<file path="src/rtl/ctrl_decode_pipe_pkg.sv">
// Shared decode definitions: MIPS opcode/funct codes, ALU op encodings and the
// control-word layout used between ID and EX.
package ctrl_decode_pipe_pkg;

  localparam int unsigned INSTR_W = 32;
  localparam int unsigned REG_W   = 5;

  localparam logic [5:0] RTYPE  = 6'h00;
  localparam logic [5:0] REGIMM = 6'h01;
  localparam logic [5:0] IJ     = 6'h02;
  localparam logic [5:0] IJAL   = 6'h03;
  localparam logic [5:0] IBEQ   = 6'h04;
  localparam logic [5:0] IBNE   = 6'h05;
  localparam logic [5:0] IBLEZ  = 6'h06;
  localparam logic [5:0] IBGTZ  = 6'h07;
  localparam logic [5:0] IADDI  = 6'h08;
  localparam logic [5:0] IADDIU = 6'h09;
  localparam logic [5:0] ISLTI  = 6'h0A;
  localparam logic [5:0] ISLTIU = 6'h0B;
  localparam logic [5:0] IANDI  = 6'h0C;
  localparam logic [5:0] IORI   = 6'h0D;
  localparam logic [5:0] IXORI  = 6'h0E;
  localparam logic [5:0] ILUI   = 6'h0F;
  localparam logic [5:0] ILB    = 6'h20;
  localparam logic [5:0] ILH    = 6'h21;
  localparam logic [5:0] ILW    = 6'h23;
  localparam logic [5:0] ILBU   = 6'h24;
  localparam logic [5:0] ILHU   = 6'h25;
  localparam logic [5:0] ISB    = 6'h28;
  localparam logic [5:0] ISH    = 6'h29;
  localparam logic [5:0] ISW    = 6'h2B;

  localparam logic [5:0] RSLL     = 6'h00;
  localparam logic [5:0] RSRL     = 6'h02;
  localparam logic [5:0] RSRA     = 6'h03;
  localparam logic [5:0] RSLLV    = 6'h04;
  localparam logic [5:0] RSRLV    = 6'h06;
  localparam logic [5:0] RSRAV    = 6'h07;
  localparam logic [5:0] RJR      = 6'h08;
  localparam logic [5:0] RJALR    = 6'h09;
  localparam logic [5:0] RSYSCALL = 6'h0C;
  localparam logic [5:0] RMFHI    = 6'h10;
  localparam logic [5:0] RMTHI    = 6'h11;
  localparam logic [5:0] RMFLO    = 6'h12;
  localparam logic [5:0] RMTLO    = 6'h13;
  localparam logic [5:0] RMULT    = 6'h18;
  localparam logic [5:0] RMULTU   = 6'h19;
  localparam logic [5:0] RDIV     = 6'h1A;
  localparam logic [5:0] RDIVU    = 6'h1B;
  localparam logic [5:0] RADD     = 6'h20;
  localparam logic [5:0] RADDU    = 6'h21;
  localparam logic [5:0] RSUB     = 6'h22;
  localparam logic [5:0] RSUBU    = 6'h23;
  localparam logic [5:0] RAND     = 6'h24;
  localparam logic [5:0] ROR      = 6'h25;
  localparam logic [5:0] RXOR     = 6'h26;
  localparam logic [5:0] RNOR     = 6'h27;
  localparam logic [5:0] RSLT     = 6'h2A;
  localparam logic [5:0] RSLTU    = 6'h2B;

  localparam logic [4:0] RI_BLTZ   = 5'h00;
  localparam logic [4:0] RI_BGEZ   = 5'h01;
  localparam logic [4:0] RI_BLTZAL = 5'h10;
  localparam logic [4:0] RI_BGEZAL = 5'h11;

  typedef enum logic [3:0] {
    AluNop  = 4'd0,  AluAdd = 4'd1,  AluSub = 4'd2,  AluSlt = 4'd3,
    AluSltu = 4'd4,  AluAnd = 4'd5,  AluOr  = 4'd6,  AluXor = 4'd7,
    AluNor  = 4'd8,  AluSl  = 4'd9,  AluSrl = 4'd10, AluSra = 4'd11,
    AluMul  = 4'd12, AluDiv = 4'd13
  } alu_op_e;

  typedef enum logic [1:0] {ExtSi = 2'd0, ExtUnsi = 2'd1, ExtLui = 2'd2} ext_e;
  typedef enum logic {RegDstRt = 1'b0, RegDstRd = 1'b1} reg_dst_e;

  // Field positions, LSB up; r31 destination is selected by link, not reg_dst.
  localparam int unsigned ALU_OP_LSB  = 0;
  localparam int unsigned ALU_OP_W    = 4;
  localparam int unsigned REG_DST_BIT = 4;
  localparam int unsigned EXT_LSB     = 5;
  localparam int unsigned EXT_W       = 2;
  localparam int unsigned ALU_SRC_BIT = 7;
  localparam int unsigned ITYPE_BIT   = 8;
  localparam int unsigned MEM_WE_BIT  = 9;
  localparam int unsigned MEM_TO_REG_BIT = 10;
  localparam int unsigned REG_WE_BIT  = 11;
  localparam int unsigned BRANCH_BIT  = 12;
  localparam int unsigned HILO_WR_BIT = 13;
  localparam int unsigned HILO_RD_BIT = 14;
  localparam int unsigned MULDIV_BIT  = 15;
  localparam int unsigned LINK_BIT    = 16;
  localparam int unsigned CTRL_W      = LINK_BIT + 1;

  typedef struct packed {
    logic     link;
    logic     muldiv_start;
    logic     hilo_rd;
    logic     hilo_wr;
    logic     branch;
    logic     reg_we;
    logic     mem_to_reg;
    logic     mem_we;
    logic     itype;
    logic     alu_src;
    ext_e     ext;
    reg_dst_e reg_dst;
    alu_op_e  alu_op;
  } ctrl_t;

endpackage

</file>
<file path="src/rtl/ctrl_decode_pipe_decode_comb.sv">
// Pure combinational instruction decoder: instruction -> control word,
// destination register and hazard-relevant attributes.
module ctrl_decode_comb
  import ctrl_decode_pipe_pkg::*;
(
  input  logic [INSTR_W-1:0] instr_i,
  output ctrl_t              ctrl_c,
  output logic [REG_W-1:0]   dst_c,
  output logic               reads_rt_c,
  output logic               is_muldiv_c,
  output logic               is_hilo_c,
  output logic               illegal_c
);

  logic [5:0]       op;
  logic [5:0]       funct;
  logic [REG_W-1:0] rt;
  logic [REG_W-1:0] rd;
  logic             unused_shamt;

  assign op           = instr_i[31:26];
  assign funct        = instr_i[5:0];
  assign rt           = instr_i[20:16];
  assign rd           = instr_i[15:11];
  assign unused_shamt = ^instr_i[10:6];

  always_comb begin
    ctrl_c      = '0;
    reads_rt_c  = 1'b0;
    is_muldiv_c = 1'b0;
    is_hilo_c   = 1'b0;
    illegal_c   = 1'b0;
    dst_c       = '0;

    case (op)
      RTYPE: begin
        reads_rt_c     = 1'b1;
        ctrl_c.reg_dst = RegDstRd;
        ctrl_c.reg_we  = 1'b1;
        case (funct)
          RSLL, RSLLV:     ctrl_c.alu_op = AluSl;
          RSRL, RSRLV:     ctrl_c.alu_op = AluSrl;
          RSRA, RSRAV:     ctrl_c.alu_op = AluSra;
          RADD, RADDU:     ctrl_c.alu_op = AluAdd;
          RSUB, RSUBU:     ctrl_c.alu_op = AluSub;
          RAND:            ctrl_c.alu_op = AluAnd;
          ROR:             ctrl_c.alu_op = AluOr;
          RXOR:            ctrl_c.alu_op = AluXor;
          RNOR:            ctrl_c.alu_op = AluNor;
          RSLT:            ctrl_c.alu_op = AluSlt;
          RSLTU:           ctrl_c.alu_op = AluSltu;
          RJR: begin
            ctrl_c.reg_dst = RegDstRt;
            ctrl_c.reg_we  = 1'b0;
            ctrl_c.branch  = 1'b1;
          end
          RJALR: begin
            ctrl_c.branch = 1'b1;
            ctrl_c.link   = 1'b1;
          end
          RSYSCALL:        ctrl_c = '0;
          RMFHI, RMFLO: begin
            ctrl_c.hilo_rd = 1'b1;
            is_hilo_c      = 1'b1;
          end
          RMTHI, RMTLO: begin
            ctrl_c.reg_dst = RegDstRt;
            ctrl_c.reg_we  = 1'b0;
            ctrl_c.hilo_wr = 1'b1;
            is_hilo_c      = 1'b1;
          end
          RMULT, RMULTU, RDIV, RDIVU: begin
            ctrl_c.reg_dst      = RegDstRt;
            ctrl_c.reg_we       = 1'b0;
            ctrl_c.alu_op       = funct[1] ? AluDiv : AluMul;
            ctrl_c.hilo_wr      = 1'b1;
            ctrl_c.muldiv_start = 1'b1;
            is_muldiv_c         = 1'b1;
            is_hilo_c           = 1'b1;
          end
          default: illegal_c = 1'b1;
        endcase
      end
      IADDI, IADDIU, ISLTI, ISLTIU, IANDI, IORI, IXORI, ILUI: begin
        ctrl_c.alu_src = 1'b1;
        ctrl_c.itype   = 1'b1;
        ctrl_c.reg_we  = 1'b1;
        case (op)
          ISLTI:   ctrl_c.alu_op = AluSlt;
          ISLTIU:  ctrl_c.alu_op = AluSltu;
          IANDI:   ctrl_c.alu_op = AluAnd;
          IORI:    ctrl_c.alu_op = AluOr;
          IXORI:   ctrl_c.alu_op = AluXor;
          ILUI:    ctrl_c.alu_op = AluOr;
          default: ctrl_c.alu_op = AluAdd;
        endcase
        if (op == IANDI || op == IORI || op == IXORI) ctrl_c.ext = ExtUnsi;
        else if (op == ILUI)                           ctrl_c.ext = ExtLui;
      end
      ILB, ILH, ILW, ILBU, ILHU: begin
        ctrl_c.alu_op     = AluAdd;
        ctrl_c.alu_src    = 1'b1;
        ctrl_c.itype      = 1'b1;
        ctrl_c.mem_to_reg = 1'b1;
        ctrl_c.reg_we     = 1'b1;
      end
      ISB, ISH, ISW: begin
        reads_rt_c     = 1'b1;
        ctrl_c.alu_op  = AluAdd;
        ctrl_c.alu_src = 1'b1;
        ctrl_c.itype   = 1'b1;
        ctrl_c.mem_we  = 1'b1;
      end
      IBEQ, IBNE: begin
        reads_rt_c    = 1'b1;
        ctrl_c.alu_op = AluSub;
        ctrl_c.itype  = 1'b1;
        ctrl_c.branch = 1'b1;
      end
      IBLEZ, IBGTZ: begin
        ctrl_c.itype  = 1'b1;
        ctrl_c.branch = 1'b1;
      end
      REGIMM: begin
        ctrl_c.itype  = 1'b1;
        ctrl_c.branch = 1'b1;
        case (rt)
          RI_BLTZ, RI_BGEZ: ;
          RI_BLTZAL, RI_BGEZAL: begin
            ctrl_c.link   = 1'b1;
            ctrl_c.reg_we = 1'b1;
          end
          default: illegal_c = 1'b1;
        endcase
      end
      IJ:   ctrl_c.branch = 1'b1;
      IJAL: begin
        ctrl_c.branch = 1'b1;
        ctrl_c.link   = 1'b1;
        ctrl_c.reg_we = 1'b1;
      end
      default: illegal_c = 1'b1;
    endcase

    // An undefined encoding must not leak any partial control into E.
    if (illegal_c) begin
      ctrl_c      = '0;
      reads_rt_c  = 1'b0;
      is_muldiv_c = 1'b0;
      is_hilo_c   = 1'b0;
    end

    if (ctrl_c.reg_we) begin
      if (ctrl_c.reg_dst == RegDstRd) dst_c = rd;
      else if (ctrl_c.link)           dst_c = REG_W'(31);
      else                            dst_c = rt;
    end
  end

endmodule

</file>
<file path="src/rtl/ctrl_decode_pipe.sv">
// Pipelined decode stage: D->E control register, load-use / HI-LO stall
// generation and MUL/DIV busy tracking.
module ctrl_decode_pipe
  import ctrl_decode_pipe_pkg::*;
#(
  parameter int unsigned MUL_LAT = 4,
  parameter int unsigned DIV_LAT = 16,
  parameter int unsigned CNT_W   = 5
) (
  input  logic               clk,
  input  logic               rst_n,
  input  logic [INSTR_W-1:0] instr_d,
  input  logic               valid_d,
  input  logic               flush_i,
  output logic               stall_o,
  output logic [CTRL_W-1:0]  ctrl_e,
  output logic               valid_e,
  output logic [REG_W-1:0]   dst_e,
  output logic               illegal_e,
  output logic               muldiv_busy_o
);

  ctrl_t            dec_ctrl;
  logic [REG_W-1:0] dec_dst;
  logic             dec_reads_rt;
  logic             dec_is_muldiv;
  logic             dec_is_hilo;
  logic             dec_illegal;

  ctrl_t            ctrl_e_q, ctrl_e_d;
  logic             valid_e_q, valid_e_d;
  logic [REG_W-1:0] dst_e_q, dst_e_d;
  logic             illegal_e_q, illegal_e_d;
  logic [CNT_W-1:0] cnt_q, cnt_d;

  logic [REG_W-1:0] rs_d;
  logic [REG_W-1:0] rt_d;
  logic             busy;
  logic             load_use;
  logic             hilo_haz;
  logic             stall;
  logic             load_e;

  assign rs_d = instr_d[25:21];
  assign rt_d = instr_d[20:16];

  ctrl_decode_comb u_dec (
    .instr_i     (instr_d),
    .ctrl_c      (dec_ctrl),
    .dst_c       (dec_dst),
    .reads_rt_c  (dec_reads_rt),
    .is_muldiv_c (dec_is_muldiv),
    .is_hilo_c   (dec_is_hilo),
    .illegal_c   (dec_illegal)
  );

  // Hazard detection and next-state for the E register and busy counter.
  always_comb begin
    busy     = (cnt_q != '0);
    load_use = valid_e_q & ctrl_e_q.mem_to_reg & (dst_e_q != '0) &
               ((dst_e_q == rs_d) | ((dst_e_q == rt_d) & dec_reads_rt));
    hilo_haz = busy & valid_d & dec_is_hilo;
    stall    = (load_use | hilo_haz) & valid_d & ~flush_i;
    load_e   = valid_d & ~flush_i & ~stall;

    ctrl_e_d    = '0;
    valid_e_d   = 1'b0;
    dst_e_d     = '0;
    illegal_e_d = 1'b0;
    if (load_e) begin
      ctrl_e_d    = dec_ctrl;
      valid_e_d   = 1'b1;
      dst_e_d     = dec_dst;
      illegal_e_d = dec_illegal;
    end

    // Issued ops run to completion; only a fresh issue reloads the count.
    cnt_d = cnt_q;
    if (load_e && dec_is_muldiv)
      cnt_d = (dec_ctrl.alu_op == AluDiv) ? CNT_W'(DIV_LAT) : CNT_W'(MUL_LAT);
    else if (busy)
      cnt_d = cnt_q - CNT_W'(1);
  end

  always_ff @(posedge clk or negedge rst_n) begin
    if (!rst_n) begin
      ctrl_e_q    <= '0;
      valid_e_q   <= 1'b0;
      dst_e_q     <= '0;
      illegal_e_q <= 1'b0;
      cnt_q       <= '0;
    end else begin
      ctrl_e_q    <= ctrl_e_d;
      valid_e_q   <= valid_e_d;
      dst_e_q     <= dst_e_d;
      illegal_e_q <= illegal_e_d;
      cnt_q       <= cnt_d;
    end
  end

  assign stall_o       = stall;
  assign ctrl_e        = ctrl_e_q;
  assign valid_e       = valid_e_q;
  assign dst_e         = dst_e_q;
  assign illegal_e     = illegal_e_q;
  assign muldiv_busy_o = busy;

endmodule
</file>
<file path="config.mk">
export PLATFORM = sky130hd
export DESIGN_NAME = ctrl_decode_pipe
export DESIGN_NICKNAME = d
export VERILOG_FILES = /design/src/rtl/ctrl_decode_pipe_pkg.sv /design/src/rtl/ctrl_decode_pipe_decode_comb.sv /design/src/rtl/ctrl_decode_pipe.sv
export SDC_FILE = /design/constraint.sdc
export NUM_CORES = 1
export LEC_CHECK = 0
export CORE_MARGIN = 3
export CORE_UTILIZATION = 46
export CTS_CLUSTER_SIZE = 10
export DETAILED_ROUTE_END_ITERATION = 10
export GPL_TIMING_DRIVEN = 0
export PLACE_DENSITY = 0.8
export SLEW_MARGIN = 20
export SYNTH_ARGS = -nofsm -noshare
export SYNTH_HDL_FRONTEND = slang
export SYNTH_SLANG_ARGS = --single-unit
</file>
<file path="constraint.sdc">
create_clock -name clk -period 2.4 [get_ports clk]
set_input_delay 0.36 -clock clk [delete_from_list [all_inputs] [get_ports clk]]
set_output_delay 0.36 -clock clk [all_outputs]
set_load 0.01 [all_outputs]
</file>
======== After elaboration in Yosys (flattened, before gate mapping) ========
Index checks and enable logic that the tools add are counted.
storage, ports and cells
  logic and storage cells ................. 166
  bits of input ports ..................... 36
  output and inout bits ................... 26
  register bits after elaboration ......... 29
operators by class
  mux-type cells .......................... 44
  reductions and logical operators ........ 35
  bitwise logic cells ..................... 14
  add/sub/neg operators ................... 1
  equality and inequality tests ........... 55
operators by type and width
  operator                                                                number
  6-bit equality test (second input constant)                             18
  6-bit by 4-bit equality test with 1-bit output (second input constant)  11
  6-bit by 5-bit equality test with 1-bit output (second input constant)  8
  4-bit case mux with 12 select lines                                     1
  6-bit by 3-bit equality test with 1-bit output (second input constant)  7
  5-bit two-way mux                                                       7
  17-bit two-way mux                                                      2
  8-bit OR reduction                                                      4
  27-bit OR reduction                                                     1
  6-bit by 2-bit equality test with 1-bit output (second input constant)  4
  1-bit two-way mux                                                       24
  22-bit OR reduction                                                     1
  21-bit OR reduction                                                     1
  2-bit OR reduction                                                      10
  4-bit case mux with 4 select lines                                      1
  16-bit OR reduction                                                     1
  3-bit case mux with 5 select lines                                      1
  14-bit OR reduction                                                     1
  6-bit zero test                                                         2
  6-bit OR reduction                                                      2
  1-bit bitwise AND                                                       10
  5-bit equality test                                                     2
  5-bit equality test (second input constant)                             2
  5-bit nonzero test                                                      2
  18 further kinds                                                        26

======== Longest topological paths before layout ========
Gate-level depths: netlist of the first run.
  depth after elaboration ................. 15
  depth in mapped cells ................... 10
  mapped depth without buffers ............ 9

======== Hierarchy ========
Synthesis of the first run repeated with hierarchy kept, for this count alone.
second synthesis, totals
  cell total of the unflattened synthesis .. 223
  area, all modules ....................... 2,087.0 um2
modules (own cells, without submodules)
  module            instances  cells an instance  area each (um2)
  ctrl_decode_pipe  1          102                1,278.7
  ctrl_decode_comb  1          121                808.3

======== Least setup slack after synthesis of the first run ========
OpenSTA, ideal clock, no wires.
  kind .................................... input port to output port
  start ................................... in instr_d[29]
  end ..................................... out stall_o
  stages on the path ...................... 7
  setup slack ............................. 0.251 ns
  arrival time ............................ 1.789 ns
  required time ........................... 2.040 ns
  cell sequence ........................... buf_2 > or3_4 > nor4_4 > nand3_1 > nand2_1 > nand2_1 > a21oi_1
on the way
  word-level cells in the longest chain between the ends .. 10
  elaborated cells on any way between the ends .. 38
  those cells by class .................... eq/ne (23); mux (5); bitwise (7); reduce/logical (3)
ends and longest elaborated chain
  what                                                                        line                                 RTL
  from (decl)                                                                 ctrl_decode_pipe.sv:12               input logic [INSTR_W-1:0] instr_d,
  6-bit equality test, or another cell as far along                           ctrl_decode_pipe_decode_comb.sv:35   case (op)
  22-bit OR reduction (no source line) or 6-bit OR reduction (tied branches)  --
  1-bit case mux with 3 select lines or 1-bit two-way mux (tied branches)     ctrl_decode_pipe_decode_comb.sv:35
  1-bit two-way mux                                                           ctrl_decode_pipe_decode_comb.sv:146  if (illegal_c) begin
  1-bit bitwise AND                                                           ctrl_decode_pipe.sv:61               ((dst_e_q == rs_d) | ((dst_e_q == rt_d) & dec_reads_rt));
  1-bit OR                                                                    ctrl_decode_pipe.sv:61
  1-bit bitwise AND                                                           ctrl_decode_pipe.sv:60               load_use = valid_e_q & ctrl_e_q.mem_to_reg & (dst_e_q != '0) &
  1-bit OR (*)                                                                ctrl_decode_pipe.sv:63               stall = (load_use | hilo_haz) & valid_d & ~flush_i;
  1-bit bitwise AND (*) (2 in a row)                                          ctrl_decode_pipe.sv:63
  to (decl)                                                                   ctrl_decode_pipe.sv:15               output logic stall_o,
Every way passes the cells marked *; elsewhere a longest branch is shown, timed or not.

==> results of run 1 <==
==> power groups by stage <==
stage / logic, mW / clock network (mW) / registers, mW
2_1_floorplan: 0.215 / 0 / 0.566
3_3_place_gp: 0.336 / 0 / 0.568
3_5_place_dp: 0.342 / 0 / 0.570
4_1_cts: 0.353 / 0.446 / 0.561
5_1_grt: 0.392 / 0.465 / 0.567
6_report: 0.357 / 0.438 / 0.561
==> logic make-up (layout without fill, tap and decap cells) <==
kind of cell    Yosys count  in the layout  synth area share
xor+xnor                 12             12           0.05578
simple gates             81             81            0.2849
fa+ha+maj                 1              1          0.006639
compound gates           57             57            0.2185
buf+inv                  22             91           0.04914
flops                    29             29            0.3851
==> stage by stage <==
stage            util  instances  setup TNS, ns  power, mW
2_1_floorplan       -        202              0     0.7816
3_3_place_gp   0.6515        303         -4.641     0.9040
3_5_place_dp   0.6502        303         -5.178     0.9117
4_1_cts        0.7006        317              0      1.360
5_1_grt        0.7088        319       -0.05841      1.424
6_report       0.7088        319              0      1.355
==> Yosys cell counts (all sizes together), types with 2 or more instances <==
| master | count |
|---|---|
| a21o | 2 |
| nand4 | 2 |
| nor4 | 10 |
| buf | 3 |
| nor3 | 11 |
| a31oi | 4 |
| nand3 | 3 |
| o31ai | 2 |
| nor3b | 2 |
| a211oi | 4 |
| a21boi | 2 |
| or3 | 4 |
| inv | 10 |
| a21oi | 16 |
| o221a | 5 |
| nand2 | 12 |
| nand2b | 9 |
| o21ai | 7 |
| nor2 | 16 |
| nor4b | 2 |
| dfrtp | 29 |
| clkbuf | 9 |
| o311a | 2 |
| xor2 | 9 |
| nor2b | 5 |
| and3 | 2 |
| xnor2 | 3 |
==> worst max path at each step <==
stage                           start    endpoint  cells after the start
after floorplan           instr_d[29]     stall_o                      7
after global placement     instr_d[1]     stall_o                      9
after detailed placement  instr_d[30]     stall_o                      8
after CTS                  instr_d[1]     stall_o                      8
after global routing         dst_e[4]  ctrl_e[12]                      9
final                        dst_e[4]  ctrl_e[12]                      9
==> routing by layer <==
layer / global-route usage / part of all wire / wire length, um / up-vias
met3: 0.05180 / 0.060 / 312 / 12
met4: 0.05745 / 0.018 / 91 / 0
met1: 0.2910 / 0.43 / 2258 / 889
met5: 0 / 0 / 0 / -
met2: 0.3473 / 0.49 / 2533 / 74
li1: - / - / - / 885
==> final cells by class <==
cell class,instances,area (um2),area share
Multi-Input combinational cell,151,1111,0.4126
Sequential cell,29,726.9,0.2700
Timing Repair Buffer,61,583.1,0.2165
Clock buffer,7,96.34,0.03578
Buffer,12,72.57,0.02695
Tap cell,48,60.06,0.02230
Inverter,10,37.54,0.01394
Clock inverter,1,5.005,0.001859
==> flip-flops by register name (all words and copies together), names as in the netlist <==
signal	flops
ctrl_e	17
cnt_q	5
dst_e	5
illegal_e	1
valid_e	1
==> cells in the final DEF (no fill, tap or decap), types with 5 or more instances in the layout <==
cell	Yosys	layout
xor2_1	9	9
clkdlybuf4s50_1	0	41
o221a_2	5	5
nor4_1	7	5
nor3_1	10	10
clkbuf_8	0	8
dlygate4sd2_1	0	6
dfrtp_1	29	28
nand2b_1	8	8
inv_1	10	8
buf_2	2	5
a21oi_1	16	15
nor2_1	16	16
o21ai_0	7	7
buf_4	0	9
nand2_1	12	11
==> what timing repair did <==
action	CTS	global route
hold buffers	0	0
setup buffers	6	2
endpoints found under the setup margin	6	9
gates resized for setup	26	11
pin swaps	6	5
==> impl_metrics.csv, run 1 <==
group,metric,value,unit
floorplanning,die_area,4900,um2
routing,drt_iter0_drc,139,
power_and_ir_drop,comb_power_share,0.263,
power_and_ir_drop,p_per_area,503.2,nW/um2
yosys,synth_async_sr_flop_share,1.000,
routing,postRouteAntennaNets,0,
sta,fin_ws,0.07882,ns
power_and_ir_drop,p_sw_frac,0.2932,
yosys,yosysTopAreaCell,"dfrtp_1",
floorplanning,die_y,70,um
critical_path,cp-end-kind,"flop",
power_and_ir_drop,p_clk_frac,0.323,
routing,num_vias,1860,
sta,fin_crit,2.321,ns
clocking,htreeDepth,2,
yosys,synth.net_count,239,
routing,routed_wl,5195,um
critical_path,critical-path-top-delay-family,"simple AND/OR/NAND/NOR gates",
yosys,synth-seq-cells,29,
floorplanning,floorplan.initialDensity,0.4960,
global_routing,grt_pass1_vias,1772,
critical_path,worst_ep_required_time,2.58,ns
routing,avgRoutedWirePerCell,16.29,um
floorplanning,rows,22,
critical_path,start_kind,"flop",
placed_design,io_buffers,53,
clocking,cts_sinks,29,
status,status,"finished clean",
sta,slew_violations,0,
placed_design,placed_area,2470,um2
yosys,syn-instance-count,202,
sta,setup_viol,0,
job,cap_violations,0,
final_layout,synthToLayoutAreaGrowth,42.89,%
critical_path,critPathMaxFanout,10,
global_routing,antenna_found_initial,0,
final_layout,fillCellCount,310,
global_routing,grt_max_degree,30,
critical_path,cp_common_cell,"buf_4",
floorplanning,ios,62,
min_path,hold_path_class,"in -> async",
clocking,clk_pin_slew,0.06,ns
global_routing,gr-total-overflow,0,
final_layout,antenna_cells,0,
floorplanning,die_x,70,um
critical_path,worstPathArrival,2.50,ns
critical_path,cp_cell_sequence,"or3_1 > o311a_1 > o2111ai_2 > buf_4 > buf_4 > nand4b_4 > nand2b_4 > buf_6 > nor4_4",
sta,fin_crit_sh,0.9672,
critical_path,ff2ff_path_depth,9,
clocking,cts_tree,"done",
critical_path,max_stage_delay,0.44,ns
clocking,cts_max_path_buffers,2,
final_layout,final_nets,307,
critical_path,critical-path-slowest-cell,"dfrtp_2",
floorplanning,coreArea,3799,um2
power_and_ir_drop,p_leak,1.187,nW
yosys,synth_edf_count,0,
power_and_ir_drop,p_sw,0.3972,mW
yosys,synth_area,1884,um2
critical_path,r2r-start,"dst_e[4]",
critical_path,cp_num_buf_inv,3,
power_and_ir_drop,ir_worst_vdd,277.3,uV
routing,drt_pass1_iterations,4,
critical_path,r2r_end,"ctrl_e[12]",
sta,hold_ws,0.1064,ns
yosys,synth_cell_types,52,
routing,avgViaCountPerCell,5.831,
critical_path,path_class,"reg -> reg",
placed_design,gp_congestion,0.8959,
sta,fin_worst_skew,0.005802,ns
final_layout,final_area,2693,um2
critical_path,rrSetupSlack,0.08,ns
yosys,ys_seq_area_frac,0.3851,
power_and_ir_drop,intPower,0.9578,mW
clocking,cts_buffers,5,
yosys,synth_ff_type,"dfrtp_1",
yosys,synth.area.top_cells,"dfrtp_1 39%, a21oi_1 4.2%, xor2_1 4.2%, nor4_4 3.4%, nor2_1 3.2%",
sta,worst_slew_pin_slew,0.6513,ns
clocking,root_buffer,"clkbuf_8",
global_routing,grt_pass1_wl,8556,um
yosys,syn_area_per_cell,9.328,um2
power_and_ir_drop,seq_power_share,0.414,
sta,fmax,0.4308,GHz
placed_design,dp_slack,-0.7319,ns
global_routing,track_usage,0.2161,
final_layout,final_layout_size_suffix_gt1_frac,0.2066,
clocking,clock_latency,0.28,ns
sta,finalHoldViolations,0,
sta,relSlewSlack,0.5658,
yosys,yosysWarnings,0,
routing,route.detailed.drc,0,
yosys,yosysTopAreaCellShare,0.3851,
placed_design,dpl.hpwl,3586,um
Note: power is estimated with default switching activity, not from simulation.
==> inputs of run 2 (changes only) <==
--- a/config.mk
+++ b/config.mk
@@ -5,12 +5,13 @@
 export SDC_FILE = /design/constraint.sdc
 export NUM_CORES = 1
 export LEC_CHECK = 0
+export ABC_AREA = 1
 export CORE_MARGIN = 3
-export CORE_UTILIZATION = 46
+export CORE_UTILIZATION = 47
 export CTS_CLUSTER_SIZE = 10
 export DETAILED_ROUTE_END_ITERATION = 10
 export GPL_TIMING_DRIVEN = 0
-export PLACE_DENSITY = 0.8
+export PLACE_DENSITY = 0.81
 export SLEW_MARGIN = 20
 export SYNTH_ARGS = -nofsm -noshare
 export SYNTH_HDL_FRONTEND = slang
==> impl_metrics.csv, run 2 <==
group,metric,value,unit
routing,wl_met1,2259,um
clocking,clk_pin_slew,0.06,ns
sta,fin_worst_skew,0.008185,ns
routing,avgRoutedWirePerCell,12.59,um
critical_path,cp-end-kind,"primary output",
sta,finalHoldViolations,0,
floorplanning,floorplan.initialDensity,0.5110,
final_layout,fin_cells,400,
yosys,synth-seq-cells,29,
placed_design,dpl.cell_count,390,
clocking,cts_buffers,5,
sta,fmax,0.4377,GHz
yosys,synth_cell_types,35,
critical_path,worstPathArrival,1.92,ns
floorplanning,die_y,70.73,um
power_and_ir_drop,p_per_area,492.5,nW/um2
sta,fin_crit_sh,0.9520,
global_routing,gr-total-overflow,0,
critical_path,max_stage_delay,0.48,ns
yosys,yosysTopAreaCell,"dfrtp_1",
yosys,yosysTopAreaCellShare,0.3685,
power_and_ir_drop,p_leak,1.379,nW
floorplanning,ios,62,
clocking,root_buffer,"clkbuf_8",
sta,relSlewSlack,0.6033,
critical_path,cp_common_cell,"nor2_1",
min_path,hold_path_class,"in -> async",
clocking,cts_tree,"done",
final_layout,mostFrequentLayoutCells,"58 x nand2_1, 53 x nor2_1, 39 x clkdlybuf4s50_1",
routing,drt_pass1_iterations,6,
yosys,ys_seq_area_frac,0.3685,
sta,worst_slew_pin_slew,0.5950,ns
floorplanning,rows,22,
final_layout,final_nets,389,
final_layout,largest_reg_flops,17,
global_routing,grt_max_degree,30,
critical_path,cp_cell_sequence,"clkdlybuf4s50_1 > xor2_1 > nor2_1 > nand3_1 > nor2_1 > nand4_1 > nand2_1 > nand2_2 > a21boi_1 > buf_2",
clocking,cts_max_path_buffers,2,
final_layout,antenna_cells,0,
final_layout,final_layout_size_suffix_gt1_frac,0.1392,
yosys,synth_edf_count,0,
yosys,yosysWarnings,0,
floorplanning,die_x,70.73,um
critical_path,critPathMaxFanout,4,
floorplanning,coreArea,3854,um2
final_layout,synthToLayoutAreaGrowth,38.44,%
placed_design,gp_congestion,0.9098,
routing,routed.top_layer,"met4",
floorplanning,die_area,5003,um2
routing,routed_wl,5035,um
sta,fin_crit,2.285,ns
sta,slew_violations,0,
clocking,cts_sinks,29,
routing,postRouteAntennaNets,0,
yosys,synth_area,1969,um2
global_routing,track_usage,0.2115,
global_routing,grt_pass1_wl,8611,um
sta,hold_ws,0.08246,ns
yosys,yosys-top-cells-count,"60 x nand2_1, 56 x nor2_1, 36 x inv_1",
routing,route.detailed.drc,0,
yosys,yosysMostFrequentCell,"nand2_1",
status,status,"finished clean",
clocking,htreeDepth,2,
yosys,syn-instance-count,286,
routing,avgViaCountPerCell,5.045,
placed_design,dpl.hpwl,4068,um
global_routing,antenna_found_initial,0,
placed_design,dp_slack,-0.6479,ns
final_layout,fin_util,0.7075,
yosys,synth_async_sr_flop_share,1.000,
routing,num_vias,2018,
yosys,synth_ff_type,"dfrtp_1",
placed_design,io_buffers,56,
critical_path,critical-path-slowest-cell,"clkdlybuf4s50_1",
routing,drt_iter0_drc,104,
sta,rsz0062_at_grt,"true",
yosys,synth.area.top_cells,"dfrtp_1 37%, nand2_1 11%, nor2_1 11%, nand3_1 7.6%, inv_1 6.9%",
routing,dr_wl_met2,2404,um
critical_path,start_kind,"input pin",
critical_path,worst_ep_required_time,2.04,ns
final_layout,layout_commonest_cell,"nand2_1",
clocking,clock_latency,0.28,ns
sta,setup_viol,0,
critical_path,path_class,"in -> out",
job,cap_violations,0,
yosys,synth.net_count,323,
global_routing,grt_pass1_vias,1925,
yosys,syn_area_per_cell,6.886,um2
final_layout,fillCellCount,346,
sta,fin_ws,0.1152,ns
routing,wl_met3,289,um
power_and_ir_drop,ir_worst_vdd,245.6,uV
-- run 2: changes by cell type in the layout (fill, tap and decap cells not counted), moves of 7 or more --
cell / change
nand2_1: +47
nor2_1: +37
inv_1: +26
nand3_1: +26
nand2b_1: -8
nor3_1: -8
a21oi_1: -7
nor2_2: +7
-- run 2: critical path, delay by kind of cell --
family | cells | cell delay, ns
buffers and inverters | 2 | 0.64
and+or+nand+nor | 6 | 0.61
xor gates and xnor gates | 1 | 0.17
AOI/OAI and AO/OA | 1 | 0.14
-- run 2: cell type report --
class / count / area [um2] / area share
multi-input combinational: 211 / 1102 / 0.4043
timing repair buffer: 59 / 563.0 / 0.2065
sequential: 29 / 725.7 / 0.2662
buffer: 2 / 16.27 / 0.005966
inverter: 44 / 172.7 / 0.06333
clock buffer: 7 / 86.33 / 0.03167
tap: 48 / 60.06 / 0.02203
-- run 2: path summary, 6_finish.rpt --
| kind | from | end | slack (ns) | depth (start not counted) |
|---|---|---|---|---|
| min | rst_n | cnt_q[3] | 0.08 | 1 |
| max | instr_d[16] | stall_o | 0.12 | 10 |
| min reg2reg | cnt_q[4] | cnt_q[4] | 0.52 | 2 |
| max in group asynchronous | rst_n | ctrl_e[14] | 1.91 | 1 |
| max reg2reg | cnt_q[0] | ctrl_e[9] | 0.59 | 9 |
| min in group clk | cnt_q[4] | cnt_q[4] | 0.52 | 2 |
-- run 2: metrics by stage --
stage	total power [mW]	instance area, um2	TNS (ns)
after global placement	0.9377	2590	-1.243
after CTS	1.345	2704	0
after floorplan	0.8015	1969	0
after detailed placement	0.9589	2585	-1.211
final	1.343	2726	0
after global routing	1.436	2726	-0.04064
-- run 2: logic make-up after synthesis --
kind of cell | Yosys count | synth area share
xor gates and xnor gates | 10 | 0.04447
and+or+nand+nor | 174 | 0.4079
AOI/OAI and AO/OA | 26 | 0.07688
adders and majority gates | 1 | 0.006352
buffers and inverters | 46 | 0.09593
DFF | 29 | 0.3685
-- run 2: timing repair --
item | in CTS | in global routing
endpoints found under the setup margin | 1 | 2
cloned | 0 | 0
hold buffers | 0 | 0
setup buffers | 3 | 0
gates resized for setup | 25 | 12
pin swaps | 2 | 0
-- run 2: metal layers --
metal,track usage,vias up
li1,-,1043
met1,0.2916,901
met2,0.3512,64
met3,0.02841,10
met4,0.05428,0
met5,0,-
-- run 2: power breakdown --
part | internal (mW) | total, mW | switching, mW | leakage (nW)
Combinational | 0.166 | 0.395 | 0.229 | 0.940
Clock | 0.227 | 0.387 | 0.160 | 0.0443
Sequential | 0.532 | 0.561 | 0.0283 | 0.394
